--- config.mk ---
export PLATFORM = sky130hd
export DESIGN_NAME = sm_testx_shift_reg
export DESIGN_NICKNAME = d
export VERILOG_FILES = /design/src/rtl/sm_testx_shift_reg.sv
export SDC_FILE = /design/constraint.sdc
export NUM_CORES = 2
export LEC_CHECK = 0
export ABC_AREA = 1
export BUFFER_PORTS_ARGS = -buffer_cell sky130_fd_sc_hd__buf_4
export CAP_MARGIN = 5
export CORE_MARGIN = 4
export CORE_UTILIZATION = 40
export CTS_CLUSTER_SIZE = 16
export DETAILED_ROUTE_END_ITERATION = 7
export PLACE_DENSITY_LB_ADDON = 0.08
export SYNTH_ARGS = -nofsm -noshare
export SYNTH_HDL_FRONTEND = slang
export SYNTH_SLANG_ARGS = --single-unit
--- constraint.sdc ---
create_clock -name clk -period 1.9 [get_ports clk]
set_input_delay 0.38 -clock clk [delete_from_list [all_inputs] [get_ports clk]]
set_output_delay 0.38 -clock clk [all_outputs]
set_load 0.005 [all_outputs]
--- src/rtl/sm_testx_shift_reg.sv ---
// Pattern/capture engine for the config shift-register tests: serves a rotating
// 768-bit pattern to the test1 sequencer and captures/compares the chip's serial output.
module sm_testx_shift_reg #(
    parameter int unsigned DATA_W = 32,
    parameter int unsigned NWORDS = 24,
    parameter int unsigned CNT_W  = 14
) (
    input  logic              clk,
    input  logic              resetn,
    input  logic              enable,
    input  logic              wr_en,
    input  logic [4:0]        wr_addr,
    input  logic [DATA_W-1:0] wr_data,
    input  logic [4:0]        rd_addr,
    output logic [DATA_W-1:0] rd_pattern,
    output logic [DATA_W-1:0] rd_capture,
    input  logic              shift_reg_load,
    input  logic              shift_reg_shift,
    input  logic              config_out_bit,
    output logic              shift_reg_bit0,
    output logic [CNT_W-1:0]  shift_reg_shift_cnt,
    output logic [CNT_W-1:0]  shift_reg_shift_cnt_max,
    output logic              capture_done,
    output logic [9:0]        mismatch_cnt
);

    localparam int unsigned     SHIFT_BITS = NWORDS * DATA_W;
    localparam logic [CNT_W-1:0] CNT_MAX   = CNT_W'(2 * SHIFT_BITS - 1);
    localparam logic [CNT_W-1:0] PASS2_START = CNT_W'(SHIFT_BITS);
    localparam logic [9:0]       MM_MAX    = 10'(SHIFT_BITS);

    logic [SHIFT_BITS-1:0] pat_q;
    logic [SHIFT_BITS-1:0] work_q;
    logic [SHIFT_BITS-1:0] cap_q;
    logic [CNT_W-1:0]      cnt_q;
    logic [9:0]            mm_q;
    logic                  final_q;
    logic [DATA_W-1:0]     pat_word;
    logic [DATA_W-1:0]     cap_word;
    logic                  do_load;
    logic                  do_shift;
    logic                  second_pass;

    always_comb begin
        pat_word = '0;
        cap_word = '0;
        for (int unsigned i = 0; i < NWORDS; i++) begin
            if (rd_addr == 5'(i)) begin
                pat_word = pat_q[i*DATA_W +: DATA_W];
                cap_word = cap_q[i*DATA_W +: DATA_W];
            end
        end
    end

    // The counter saturates at CNT_MAX, so the 1536th shift (the last second-pass
    // bit) is tracked by final_q; only shifts after that one are dropped.
    always_comb begin
        do_load     = enable && shift_reg_load;
        do_shift    = enable && shift_reg_shift && !shift_reg_load && !final_q;
        second_pass = (cnt_q >= PASS2_START);
    end

    always_ff @(posedge clk or negedge resetn) begin
        if (!resetn) begin
            pat_q <= '0;
        end else if (wr_en) begin
            for (int unsigned i = 0; i < NWORDS; i++) begin
                if (wr_addr == 5'(i)) begin
                    pat_q[i*DATA_W +: DATA_W] <= wr_data;
                end
            end
        end
    end

    always_ff @(posedge clk or negedge resetn) begin
        if (!resetn) begin
            rd_pattern <= '0;
            rd_capture <= '0;
        end else if (enable) begin
            rd_pattern <= pat_word;
            rd_capture <= cap_word;
        end
    end

    always_ff @(posedge clk or negedge resetn) begin
        if (!resetn) begin
            work_q  <= '0;
            cap_q   <= '0;
            cnt_q   <= '0;
            mm_q    <= '0;
            final_q <= 1'b0;
        end else if (do_load) begin
            work_q  <= pat_q;
            cap_q   <= '0;
            cnt_q   <= '0;
            mm_q    <= '0;
            final_q <= 1'b0;
        end else if (do_shift) begin
            work_q <= {work_q[0], work_q[SHIFT_BITS-1:1]};
            if (cnt_q == CNT_MAX) begin
                final_q <= 1'b1;
            end else begin
                cnt_q <= cnt_q + 1'b1;
            end
            if (second_pass) begin
                cap_q <= {config_out_bit, cap_q[SHIFT_BITS-1:1]};
                if ((config_out_bit != work_q[0]) && (mm_q != MM_MAX)) begin
                    mm_q <= mm_q + 1'b1;
                end
            end
        end
    end

    assign shift_reg_bit0          = work_q[0];
    assign shift_reg_shift_cnt     = cnt_q;
    assign shift_reg_shift_cnt_max = CNT_MAX;
    assign capture_done            = (cnt_q == CNT_MAX);
    assign mismatch_cnt            = mm_q;

endmodule

---- Word-level counts from Yosys, hierarchy flattened ----
Cells that the tools add are included.
operators by class
  add/subtract/negate cells ............... 2
  magnitude comparators ................... 1
  eq/ne operators ......................... 50
  multiplexer cells ....................... 63
  reduce and logical (&&, ||, !) cells .... 41
operators by type and width
  kind                                                                                   count
  768-bit two-way mux                                                                    5
  32-bit two-way mux                                                                     48
  5-bit by 4-bit == test with 1-bit output, second input constant                        16
  5-bit == test, second input constant                                                   16
  2-bit AND reduction                                                                    27
  14-bit two-way mux                                                                     3
  5-bit by 3-bit == test with 1-bit output, second input constant                        8
  10-bit two-way mux                                                                     4
  5-bit by 2-bit == test with 1-bit output, second input constant                        4
  14-bit by 1-bit adder with 14-bit output, second input constant                        1
  14-bit by 11-bit == test with 1-bit output, second input constant                      1
  14-bit by 10-bit greater-or-equal comparator with 1-bit output, second input constant  1
  10-bit by 1-bit adder with 10-bit output, second input constant                        1
  5-bit by 1-bit == test with 1-bit output, second input constant                        2
  5-bit zero test                                                                        2
  10-bit inequality test, second input constant                                          1
  2-bit nonzero test                                                                     4
  1-bit logical AND                                                                      5
  1-bit two-way mux                                                                      3
  3-bit AND reduction                                                                    1
  1-bit zero test                                                                        2
  2-bit by 1-bit inequality test with 1-bit output, second input constant                1
  1-bit inequality test                                                                  1
storage, ports and cells
  register bits ........................... 2393
  bits of input ports ..................... 49
  output and inout port bits .............. 104
  word-level logic and storage cells ...... 188

---- Longest topological paths before layout ----
  depth after elaboration ................. 25
  mapped depth ............................ 22
  gate-level depth less buffers ........... 21

---- Worst setup path after synthesis ----
Ideal clock, no wire load.
  path type ............................... input to register
  start point ............................. input rd_addr[4]
  end point ............................... register rd_capture[13]
  library setup time ...................... 0.117 ns
  data arrival time ....................... 2.039 ns
  required time ........................... 1.783 ns
  slack ................................... -0.256 ns
  stages .................................. 22
  path buffers ............................ 3
  cells stage by stage .................... buf_4 > inv_4 > nand2_2 > nor2_1 > buf_4 > buf_2 > nand2_1 > nand2_1 > nor2_1 > nand4_1 > nor2_1 > nand4_1 > nor2_1 > nand4_1 > nand2_1 > nand3_1 > nand2_1 > nand4_1 > nand2_1 > nand3_1 > nand2_1 > nand2_1
between the ends
  longest elaborated chain between the ends .. 25
  elaborated cells on any way between the ends .. 48
  those cells by class .................... eq/ne (23); mux (24); reduce/logical (1)
RTL lines
  what                               RTL line  RTL
  from (decl)                        14        input logic [4:0] rd_addr,
  5-bit zero test                    48        if (rd_addr == 5'(i)) begin
  32-bit two-way mux (23 in series)  48
  32-bit two-way mux *               48
  to (signal assigned)               81        rd_capture <= cap_word;
  to (decl)                          16        output logic [DATA_W-1:0] rd_capture,
Mark *: on every way between the ends. The rest lies on a longest branch, timed or not.
A chain may end at the register's enable or synchronous reset.

---- Final worst setup path ----
  start point ............................. register cnt_q[12] (netlist: shift_reg_shift_cnt[12])
  end point ............................... register cap_q[64]
between the ends
  longest elaborated chain between the ends .. 3
RTL lines
  what                                                            RTL line  RTL
  from (decl)                                                     35        logic [CNT_W-1:0] cnt_q;
  from (signal assigned)                                          103       cnt_q <= cnt_q + 1'b1;
  14-bit by 10-bit greater-or-equal comparator with 1-bit output  60        second_pass = (cnt_q >= PASS2_START);
  2-bit nonzero test (no line)                                    --
  2-bit AND reduction (no line)                                   --
  to (signal assigned)                                            106       cap_q <= {config_out_bit, cap_q[SHIFT_BITS-1:1]};
  to (decl)                                                       34        logic [SHIFT_BITS-1:0] cap_q;
Every way passes these cells.

==> impl_metrics.yaml <==
worst_setup_path:
  setup.worst_path.end_class: "flip-flop"
  critical_path.max_fanout: 24
  cp.arrival_ps: 3110
  critPathRequiredTime_ps: 2610
  cp-start-kind: "flip-flop"
  path_class: "flip-flop to flip-flop"
route:
  drt_iter0_drc: 8847
  dr.pass1.iters: 6
  drc: 0
  final_antenna_net_count: 0
  wirelength_um: 372000
  vias: 95170
  via_per_inst: 5.273
  routedWlPerCell_um: 20.61
timing:
  finalCritPeriodShare: 1.268
  relSlewSlack: 0.4735
  slew_violations: 0
  rsz0062_at_grt: "yes"
  setup_ws_ps: -508.4
  fin_worst_skew_ps: 36.58
  period_needed_ps: 2408
  fmax_ghz: 0.4152
  hold_viol: 0
  worst_slew_pin_slew_ps: 789.7
  setup_viol_count_final: 881
clock_network:
  clock_path_buffers: 4
  clk_pin_slew_ps: 60
  clockRootBuffer: "clkbuf_16"
  cts_buffers: 279
  clock_latency_ps: 850
  clock-sinks: 2393
  cts_tree: "done"
  h-tree-depth: 5
synth:
  yosys.area.top_type: "dfrtp_1"
  synth_warnings: 0
  synth_area_mm2: 0.1078
  ys_ff_latch: 2393
  synth_top_area_frac: 0.5557
  syn_inst: 13460
  synth.yosys.seq_area_share: 0.5557
  synth_cell_types: 41
  syn_area_per_cell_um2: 8.009
  synth_area_leaders: "dfrtp_1 56%, nand2_1 16%, o21ai_0 8.2%"
placement:
  dpl.cell_count: 17390
  port_buffers: 138
  place_area_mm2: 0.1221
  dpl.hpwl_um: 244600
  routabilityCongestion: 0.8766
status:
  violations: "setup timing"
  status: "complete, but fails checks"
floorplanning:
  core-area_mm2: 0.2682
  die_x_um: 527.1
  rows: 190
  ios: 153
  start_util: 0.4019
  die_h_um: 527.1
  dieArea_mm2: 0.2778
power:
  p_per_area_mw_per_mm2: 1070
  power_mw: 146.8
  p_clk_frac: 0.370
  combPwrFrac: 0.173
  ir_worst_vdd_v: 0.0007791
  netSwitchingPower_mw: 42.80
  p_seq_frac: 0.457
  switching_share: 0.2916
  p_leak_nw: 63.14
  p_int_mw: 104.0
global_route:
  gr-usage-all-layers: 0.2573
  first_global_vias: 92840
  grt_pass1_wl_um: 566700
  grt-ovfl-total: 0
  grt_antenna_before_repair: 7
  grt_max_degree: 146
job:
  maxCapViolCount: 0
layout:
  nNetsFinal: 14350
  final_cells: 18050
  drive_gt1_frac: 0.1885
  area_growth_syn_to_layout_pct: 27.29
  layout_commonest_cell: "nand2_1"
  layout_common_cells: "4499 x nand2_1, 2388 x dfrtp_1, 1596 x o21ai_0"
  finish.instance_area_mm2: 0.1372
min_path:
  hold_path_class: "input port to flip-flop"
## power by group through the flow
stage,Sequential (mW),Combinational [mW],Clock (mW)
floorplan,65.7,12.9,0
global placement,67.4,23.2,0
detailed placement,67.6,23.7,0
CTS,66.9,24.6,55.5
global route,68.2,28.6,57.5
finish,67.1,25.3,54.3
## flip-flops by register name, indices dropped and copies added, names as in the netlist
register and flops:
cap_q 768, pat_q 768, work_q 768, rd_capture 32, rd_pattern 32, shift_reg_shift_cnt 14
mismatch_cnt 10, final_q 1
## layer usage
metal	track usage	share of wire	vias up
met3	0.02367	0.042	563
met5	0	0.000024	-
met1	0.3606	0.45	46870
li1	-	-	45390
met2	0.4286	0.48	2343
met4	0.06996	0.029	2
## final timing paths
kind,slack [ps],cells after the start,end,from
worst max-delay path,-510,14,cap_q[64]$_DFFE_PN0P_,shift_reg_shift_cnt[12]$_DFFE_PN0P_
worst min register to register,480,2,work_q[632]$_DFFE_PN0P_,work_q[632]$_DFFE_PN0P_
max in group asynchronous,740,4,cap_q[657]$_DFFE_PN0P_,resetn
min in group asynchronous,80,2,pat_q[84]$_DFFE_PN0P_,resetn
worst min-delay path,50,5,shift_reg_shift_cnt[12]$_DFFE_PN0P_,shift_reg_load
worst max register to register,-510,14,cap_q[64]$_DFFE_PN0P_,shift_reg_shift_cnt[12]$_DFFE_PN0P_
## area by class of cell
type	count	area, um2
Fill cell	25500	131000
Sequential cell	2393	59890
Multi-Input combinational cell	9349	44040
Timing Repair Buffer	1544	16900
Clock buffer	425	8432
Tap cell	3552	4444
Inverter	725	2780
Clock inverter	56	675.6
Antenna cell	5	12.51
## cell usage after synthesis (all sizes together)
cell,number
conb,2
nand2,4672
o22ai,7
clkbuf,815
o21a,1
inv,723
o21ai,1777
dfrtp,2393
nor4,2
nand3,469
xnor2,1
o221a,1
a41oi,1
clkinv,2
xor2,1
a21oi,118
a221oi,1
buf,186
a211oi,2
nor2,1226
nor3,23
nor3b,3
or2,42
a31oi,460
o31ai,293
nand4,230
ha,4
o2111ai,1
## logic make-up after synthesis
logic type	share of synthesized area
buffers and inverters	0.06251
and+or+nand+nor	0.2450
adders and majority gates	0.0004644
AOI/OAI and AO/OA	0.1361
xor gates and xnor gates	0.0001626
DFF	0.5557
other	0.00006969
## repair_timing
| item | 4_1_cts | 5_1_grt |
|---|---|---|
| hold endpoints to repair | 758 | 0 |
| cloned | 26 | 58 |
| resized for setup | 489 | 552 |
| setup endpoints to repair | 906 | 1135 |
| pin swaps | 225 | 249 |
| setup buffers | 29 | 66 |
| hold buffers | 4 | 0 |
## stage by stage
step / worst slack, ps / TNS, ps / utilization / hold WS, ps
floorplan: -155.1 / -3699 / - / 84.41
global placement: -1428 / -276520 / 0.4552 / 275.7
detailed placement: -1463 / -281900 / 0.4552 / 275.8
CTS: -581.3 / -129410 / 0.4981 / 3.115
global route: -592.2 / -321720 / 0.5115 / 18.94
finish: -508.4 / -242570 / 0.5115 / 53.57
## critical path, cell delays in order, from the launching register on
cell and delay (ps):
dfrtp_1 400, nor2_4 140, buf_6 110, buf_6 80, o2111ai_4 130, o21ai_4 180, buf_12 140, buf_12 120
clkinv_16 80, buf_16 160, buf_12 170, buf_16 140, buf_12 160, nand3_1 80, o21ai_0 90
No activity file was read; power rests on OpenSTA's default activity.
